==> src/rtl/fml_arb4_if.sv <==
// One FML burst port: master drives address/request/write data, slave returns ack and read data.
interface fml_arb4_if #(
   parameter int sdram_depth = 26
);
   logic [sdram_depth-1:0] adr;
   logic                   stb;
   logic                   we;
   logic                   ack;
   logic [3:0]             sel;
   logic [31:0]            di;
   logic [31:0]            dout;

   modport master (output adr, stb, we, sel, di, input ack, dout);
   modport slave  (input adr, stb, we, sel, di, output ack, dout);
endinterface

==> src/rtl/fml_arb4.sv <==
// Four-master round-robin arbiter in front of the SDRAM controller's single FML port.
// Ownership is held from grant until the last of the four burst beats.
module fml_arb4 #(
   parameter int sdram_depth = 26
) (
   input  logic       sys_clk,
   input  logic       sys_rst_n,
   fml_arb4_if.slave  m0,
   fml_arb4_if.slave  m1,
   fml_arb4_if.slave  m2,
   fml_arb4_if.slave  m3,
   fml_arb4_if.master s
);

   typedef enum logic [1:0] {
      IDLE = 2'd0,
      ADDR = 2'd1,
      DATA = 2'd2
   } state_t;

   state_t                 state, state_next;
   logic [1:0]             owner, owner_next;
   logic [1:0]             last, last_next;
   logic [1:0]             beat_cnt, beat_cnt_next;
   logic [sdram_depth-1:0] adr_q, adr_next;
   logic                   we_q, we_next;

   logic [3:0]             req;
   logic [3:0]             m_we;
   logic [sdram_depth-1:0] m_adr [4];
   logic [3:0]             m_sel [4];
   logic [31:0]            m_di  [4];
   logic [1:0]             pick;
   logic [3:0]             ack_vec;

   assign req      = {m3.stb, m2.stb, m1.stb, m0.stb};
   assign m_we     = {m3.we, m2.we, m1.we, m0.we};
   assign m_adr[0] = m0.adr;
   assign m_adr[1] = m1.adr;
   assign m_adr[2] = m2.adr;
   assign m_adr[3] = m3.adr;
   assign m_sel[0] = m0.sel;
   assign m_sel[1] = m1.sel;
   assign m_sel[2] = m2.sel;
   assign m_sel[3] = m3.sel;
   assign m_di[0]  = m0.di;
   assign m_di[1]  = m1.di;
   assign m_di[2]  = m2.di;
   assign m_di[3]  = m3.di;

   // Scanning from the far end lets the nearest requester after 'last' win.
   function automatic logic [1:0] rr_pick(input logic [3:0] r, input logic [1:0] l);
      logic [1:0] idx;
      rr_pick = l;
      for (int k = 4; k >= 1; k--) begin
         idx = l + 2'(k);
         if (r[idx]) rr_pick = idx;
      end
   endfunction

   assign pick = rr_pick(req, last);

   always_ff @(posedge sys_clk or negedge sys_rst_n) begin
      if (!sys_rst_n) begin
         state    <= IDLE;
         owner    <= 2'd0;
         last     <= 2'd3;
         beat_cnt <= 2'd0;
         adr_q    <= '0;
         we_q     <= 1'b0;
      end else begin
         state    <= state_next;
         owner    <= owner_next;
         last     <= last_next;
         beat_cnt <= beat_cnt_next;
         adr_q    <= adr_next;
         we_q     <= we_next;
      end
   end

   always_comb begin
      state_next    = state;
      owner_next    = owner;
      last_next     = last;
      beat_cnt_next = beat_cnt;
      adr_next      = adr_q;
      we_next       = we_q;
      case (state)
         IDLE: begin
            if (|req) begin
               owner_next = pick;
               last_next  = pick;
               adr_next   = m_adr[pick];
               we_next    = m_we[pick];
               state_next = ADDR;
            end
         end
         ADDR: begin
            // A request withdrawn before the controller acks is dropped; 'last' keeps the grant.
            if (s.ack) begin
               beat_cnt_next = 2'd3;
               state_next    = DATA;
            end else if (!req[owner]) begin
               state_next = IDLE;
            end
         end
         DATA: begin
            beat_cnt_next = beat_cnt - 2'd1;
            if (beat_cnt == 2'd1) state_next = IDLE;
         end
         default: state_next = IDLE;
      endcase
   end

   assign ack_vec = (state == ADDR && s.ack) ? (4'b0001 << owner) : 4'b0000;

   assign s.stb = (state == ADDR);
   assign s.adr = adr_q;
   assign s.we  = we_q;
   assign s.sel = m_sel[owner];
   assign s.di  = m_di[owner];

   assign m0.ack  = ack_vec[0];
   assign m1.ack  = ack_vec[1];
   assign m2.ack  = ack_vec[2];
   assign m3.ack  = ack_vec[3];
   assign m0.dout = s.dout;
   assign m1.dout = s.dout;
   assign m2.dout = s.dout;
   assign m3.dout = s.dout;

endmodule

==> src/flat_wrapper.sv <==
// flat-port wrapper written by rule: the top's interface ports become plain ports
module fml_arb4_flat 
#(
   parameter int sdram_depth = 26
)
  (sys_clk, sys_rst_n, m0_adr, m0_stb, m0_we, m0_sel, m0_di, m0_ack, m0_dout, m1_adr, m1_stb, m1_we, m1_sel, m1_di, m1_ack, m1_dout, m2_adr, m2_stb, m2_we, m2_sel, m2_di, m2_ack, m2_dout, m3_adr, m3_stb, m3_we, m3_sel, m3_di, m3_ack, m3_dout, s_adr, s_stb, s_we, s_sel, s_di, s_ack, s_dout);
  fml_arb4_if #(.sdram_depth(sdram_depth)) m0_i ();
  fml_arb4_if #(.sdram_depth(sdram_depth)) m1_i ();
  fml_arb4_if #(.sdram_depth(sdram_depth)) m2_i ();
  fml_arb4_if #(.sdram_depth(sdram_depth)) m3_i ();
  fml_arb4_if #(.sdram_depth(sdram_depth)) s_i ();
  input  logic sys_clk;
  input  logic sys_rst_n;
  input wire logic [$bits(m0_i.adr)-1:0] m0_adr;
  input wire logic [$bits(m0_i.stb)-1:0] m0_stb;
  input wire logic [$bits(m0_i.we)-1:0] m0_we;
  input wire logic [$bits(m0_i.sel)-1:0] m0_sel;
  input wire logic [$bits(m0_i.di)-1:0] m0_di;
  output wire logic [$bits(m0_i.ack)-1:0] m0_ack;
  output wire logic [$bits(m0_i.dout)-1:0] m0_dout;
  input wire logic [$bits(m1_i.adr)-1:0] m1_adr;
  input wire logic [$bits(m1_i.stb)-1:0] m1_stb;
  input wire logic [$bits(m1_i.we)-1:0] m1_we;
  input wire logic [$bits(m1_i.sel)-1:0] m1_sel;
  input wire logic [$bits(m1_i.di)-1:0] m1_di;
  output wire logic [$bits(m1_i.ack)-1:0] m1_ack;
  output wire logic [$bits(m1_i.dout)-1:0] m1_dout;
  input wire logic [$bits(m2_i.adr)-1:0] m2_adr;
  input wire logic [$bits(m2_i.stb)-1:0] m2_stb;
  input wire logic [$bits(m2_i.we)-1:0] m2_we;
  input wire logic [$bits(m2_i.sel)-1:0] m2_sel;
  input wire logic [$bits(m2_i.di)-1:0] m2_di;
  output wire logic [$bits(m2_i.ack)-1:0] m2_ack;
  output wire logic [$bits(m2_i.dout)-1:0] m2_dout;
  input wire logic [$bits(m3_i.adr)-1:0] m3_adr;
  input wire logic [$bits(m3_i.stb)-1:0] m3_stb;
  input wire logic [$bits(m3_i.we)-1:0] m3_we;
  input wire logic [$bits(m3_i.sel)-1:0] m3_sel;
  input wire logic [$bits(m3_i.di)-1:0] m3_di;
  output wire logic [$bits(m3_i.ack)-1:0] m3_ack;
  output wire logic [$bits(m3_i.dout)-1:0] m3_dout;
  output wire logic [$bits(s_i.adr)-1:0] s_adr;
  output wire logic [$bits(s_i.stb)-1:0] s_stb;
  output wire logic [$bits(s_i.we)-1:0] s_we;
  output wire logic [$bits(s_i.sel)-1:0] s_sel;
  output wire logic [$bits(s_i.di)-1:0] s_di;
  input wire logic [$bits(s_i.ack)-1:0] s_ack;
  input wire logic [$bits(s_i.dout)-1:0] s_dout;
  assign m0_i.adr = m0_adr;
  assign m0_i.stb = m0_stb;
  assign m0_i.we = m0_we;
  assign m0_i.sel = m0_sel;
  assign m0_i.di = m0_di;
  assign m0_ack = m0_i.ack;
  assign m0_dout = m0_i.dout;
  assign m1_i.adr = m1_adr;
  assign m1_i.stb = m1_stb;
  assign m1_i.we = m1_we;
  assign m1_i.sel = m1_sel;
  assign m1_i.di = m1_di;
  assign m1_ack = m1_i.ack;
  assign m1_dout = m1_i.dout;
  assign m2_i.adr = m2_adr;
  assign m2_i.stb = m2_stb;
  assign m2_i.we = m2_we;
  assign m2_i.sel = m2_sel;
  assign m2_i.di = m2_di;
  assign m2_ack = m2_i.ack;
  assign m2_dout = m2_i.dout;
  assign m3_i.adr = m3_adr;
  assign m3_i.stb = m3_stb;
  assign m3_i.we = m3_we;
  assign m3_i.sel = m3_sel;
  assign m3_i.di = m3_di;
  assign m3_ack = m3_i.ack;
  assign m3_dout = m3_i.dout;
  assign s_adr = s_i.adr;
  assign s_stb = s_i.stb;
  assign s_we = s_i.we;
  assign s_sel = s_i.sel;
  assign s_di = s_i.di;
  assign s_i.ack = s_ack;
  assign s_i.dout = s_dout;
  fml_arb4 #(.sdram_depth(sdram_depth)) u_core (.sys_clk(sys_clk), .sys_rst_n(sys_rst_n), .m0(m0_i), .m1(m1_i), .m2(m2_i), .m3(m3_i), .s(s_i));
endmodule
==> config.mk <==
export PLATFORM = sky130hd
export DESIGN_NAME = fml_arb4_flat
export DESIGN_NICKNAME = d
export VERILOG_FILES = /design/src/rtl/fml_arb4_if.sv /design/src/rtl/fml_arb4.sv /design/src/flat_wrapper.sv
export SDC_FILE = /design/constraint.sdc
export NUM_CORES = 1
export LEC_CHECK = 0
export BUFFER_PORTS_ARGS = -buffer_cell sky130_fd_sc_hd__clkbuf_2
export CORE_AREA = 2 2 192 194
export CTS_CLUSTER_DIAMETER = 50
export DETAILED_ROUTE_END_ITERATION = 7
export DIE_AREA = 0 0 194 196
export PLACE_DENSITY_LB_ADDON = 0.25
export SYNTH_ARGS = -nofsm -noshare
export SYNTH_HDL_FRONTEND = slang
export SYNTH_SLANG_ARGS = --single-unit
==> constraint.sdc <==
create_clock -name sys_clk -period 3.2 [get_ports sys_clk]
set_clock_uncertainty 0.2 [all_clocks]
set_input_delay 0.48 -clock sys_clk [delete_from_list [all_inputs] [get_ports sys_clk]]
set_output_delay 0.48 -clock sys_clk [all_outputs]
set_load 0.01 [all_outputs]
==> metrics.yaml <==
synthesis.area_sq_um: 4140
insertion_delay_ns: 0.30
whs_ns: 0.126
arrival_ns: 2.17
cp_max_fo: 29
status: "finished clean"
maxCapViolations: 0
start_util_pct: 11.5
fp.dieW_microns: 194
synthCells: 439
drt_iter0_drc: 104
wl_microns: 21200
grt_pass1_wl_microns: 29800
numCtsBuffers: 5
critPathCaptureType: "output pin"
drv_slew: 0
final_antenna_net_count: 0
cts_sinks: 35
ys_seq_area_share_pct: 21.2
path_buf_inv: 2
ios: 487
fmax_ghz: 0.350
finalSetupViolCount: 0
power_density_nw_per_um2: 830
rsz0062_at_grt: "false"
grt_max_degree: 35
io_buffers: 326
critPathTopFamily: "flip-flops"
placed_area_sq_um: 5390
finalCriticalPeriod_ns: 2.85
nets: 920
viasPerCell: 3.73
required_ns: 2.52
synth_flop_cell: "dfrtp_1"
root_buffer: "clkbuf_16"
routedWlPerCell_microns: 19.4
grt_antenna_before_repair: 0
hp-class: "input port to asynchronous set/reset pin"
slowest_stage: "dfrtp_4"
synth_top_area_share_pct: 23.4
finalCritPeriodShare_pct: 89.2
grt-ovfl-total: 0
p_leak_nw: 2.69
grt_usage_pct: 10.8
h-tree-depth: 2
vias: 4087
die_h_microns: 196
coreArea_sq_um: 36100
final_area_sq_um: 5540
startpoint_type: "flop"
first_pass_iters: 4
critPathMaxStageDelay_ns: 0.76
fp.dieArea_sq_um: 38000
synth_top_area_cell: "buf_4"
dp_hpwl_microns: 17700
setup_tns_ns: 0
finish.utilization_pct: 15.4
async_flop_share_pct: 100
syn2layout_area_growth_pct: 33.9
dpl_worst_slack_ns: 0.324
finalHoldViolations: 0
drc: 0
slew_headroom_pct: 31.6
post_cts_buffers: 0
tightest_slew_ns: 1.03
layout_setup_ws_ns: 0.346
cts_buffer_depth: 2
irDropWorstVdd_mv: 0.265
num_rows: 70
synth-edff-count: 0
globalplace.congestion: 0.813
path_cells: "buf_4 > mux4_2 > clkbuf_2"
clk_pin_slew_worst_paths_ns: 0.07
crit_type: "flop to output pin"
ys_top_cells_by_area: "buf_4 23%, mux4_2 20%, dfrtp_1 20%, a211oi_1 9.8%, mux2i_1 6.5%"
synth_top_cells_by_count: "129 x buf_4, 54 x a211oi_1, 37 x mux4_2, 33 x dfrtp_1, 33 x nor2_1"
cts_hold_repair.buffers: 0
ys_ff_latch: 35
grt_pass1_vias: 4479
syn_area_per_cell_sq_um: 9.43
yosysUniqueCellTypes: 32
yosys_warnings: 0
post_route_cells_drive_above_1_share_pct: 63.1
n_antenna_cell: 0
post-synth-top-count-cell: "buf_4"
synth_nets: 731
tritoncts: "yes"
==> final timing paths <==
path	from	endpoint	slack, ns	depth (start not counted)
worst max-delay path	u_core.owner[0]$_DFFE_PN0P_	s_di[22]	0.35	3
worst min register to register	u_core.beat_cnt[1]$_DFFE_PN0P_	u_core.beat_cnt[1]$_DFFE_PN0P_	0.32	2
worst max register to register	u_core.last[0]$_DFFE_PN1P_	u_core.s.adr[14]$_DFFE_PN0P_	0.67	4
max in group asynchronous	sys_rst_n	u_core.owner[0]$_DFFE_PN0P_	1.91	1
worst min-delay path	sys_rst_n	u_core.s.adr[8]$_DFFE_PN0P_	0.13	1
min in group sys_clk	m1_adr[8]	u_core.s.adr[8]$_DFFE_PN0P_	0.29	3
==> cell usage in the layout (no fill, tap or decap), types with 3 or more instances in the layout <==
cell / instances
clkbuf_2: 326
a211oi_1: 54
mux4_2: 37
nor2_1: 33
dfrtp_1: 31
nand2_1: 30
nor3_1: 28
mux2i_1: 27
buf_4: 14
nor2b_1: 5
clkbuf_16: 5
inv_1: 4
a21oi_1: 4
o21ai_1: 3
==> metrics by stage <==
stage / instances / power [mW]
2_1_floorplan: 439 / 2.94
4_1_cts: 1097 / 4.76
3_5_place_dp: 1089 / 4.18
5_1_grt: 1097 / 4.98
6_report: 1097 / 4.60
3_3_place_gp: 1089 / 4.19
==> report_power, final <==
part	switching [mW]	leakage, nW	total, mW	internal [mW]
Combinational	1.72	2.24	3.08	1.37
Sequential	0.284	0.386	0.972	0.688
Clock	0.231	0.0731	0.543	0.312
==> layer usage <==
metal / global-route usage [%] / wire length (microns) / up-vias
li1: - / - / 1849
met5: 0 / 0 / -
met2: 20.3 / 11100 / 286
met1: 10.8 / 7450 / 1920
met4: 5.11 / 833 / 0
met3: 3.32 / 1840 / 32
==> registers in the layout (all words and copies together), names as in the netlist <==
name,cells
u_core.s.adr,26
u_core.s.we,1
u_core.owner,2
u_core.state,2
u_core.last,2
u_core.beat_cnt,2
==> cell type report <==
type,instances,area (sq um)
multi-input combinational,240,2130
inverter,4,15.0
timing repair buffer,342,1780
fill,4157,30500
sequential,35,883
clock buffer,6,139
tap,468,586
clock inverter,2,16.3
==> timing repair <==
item / in CTS / in global routing
endpoints found under the hold margin: 0 / 0
gates resized for setup: 0 / 1
endpoints found under the setup margin: 0 / 10
==> kinds of logic (layout without fill, tap and decap cells) <==
kind of cell,Yosys count,after routing,share of synthesized area [%]
buf+inv,164,354,27.6
simple gates,105,105,11.6
compound gates,70,70,12.6
mux,64,64,26.7
flops,35,35,21.2
fa+ha+maj,1,1,0.302
Note: power is estimated with default switching activity, not from simulation.
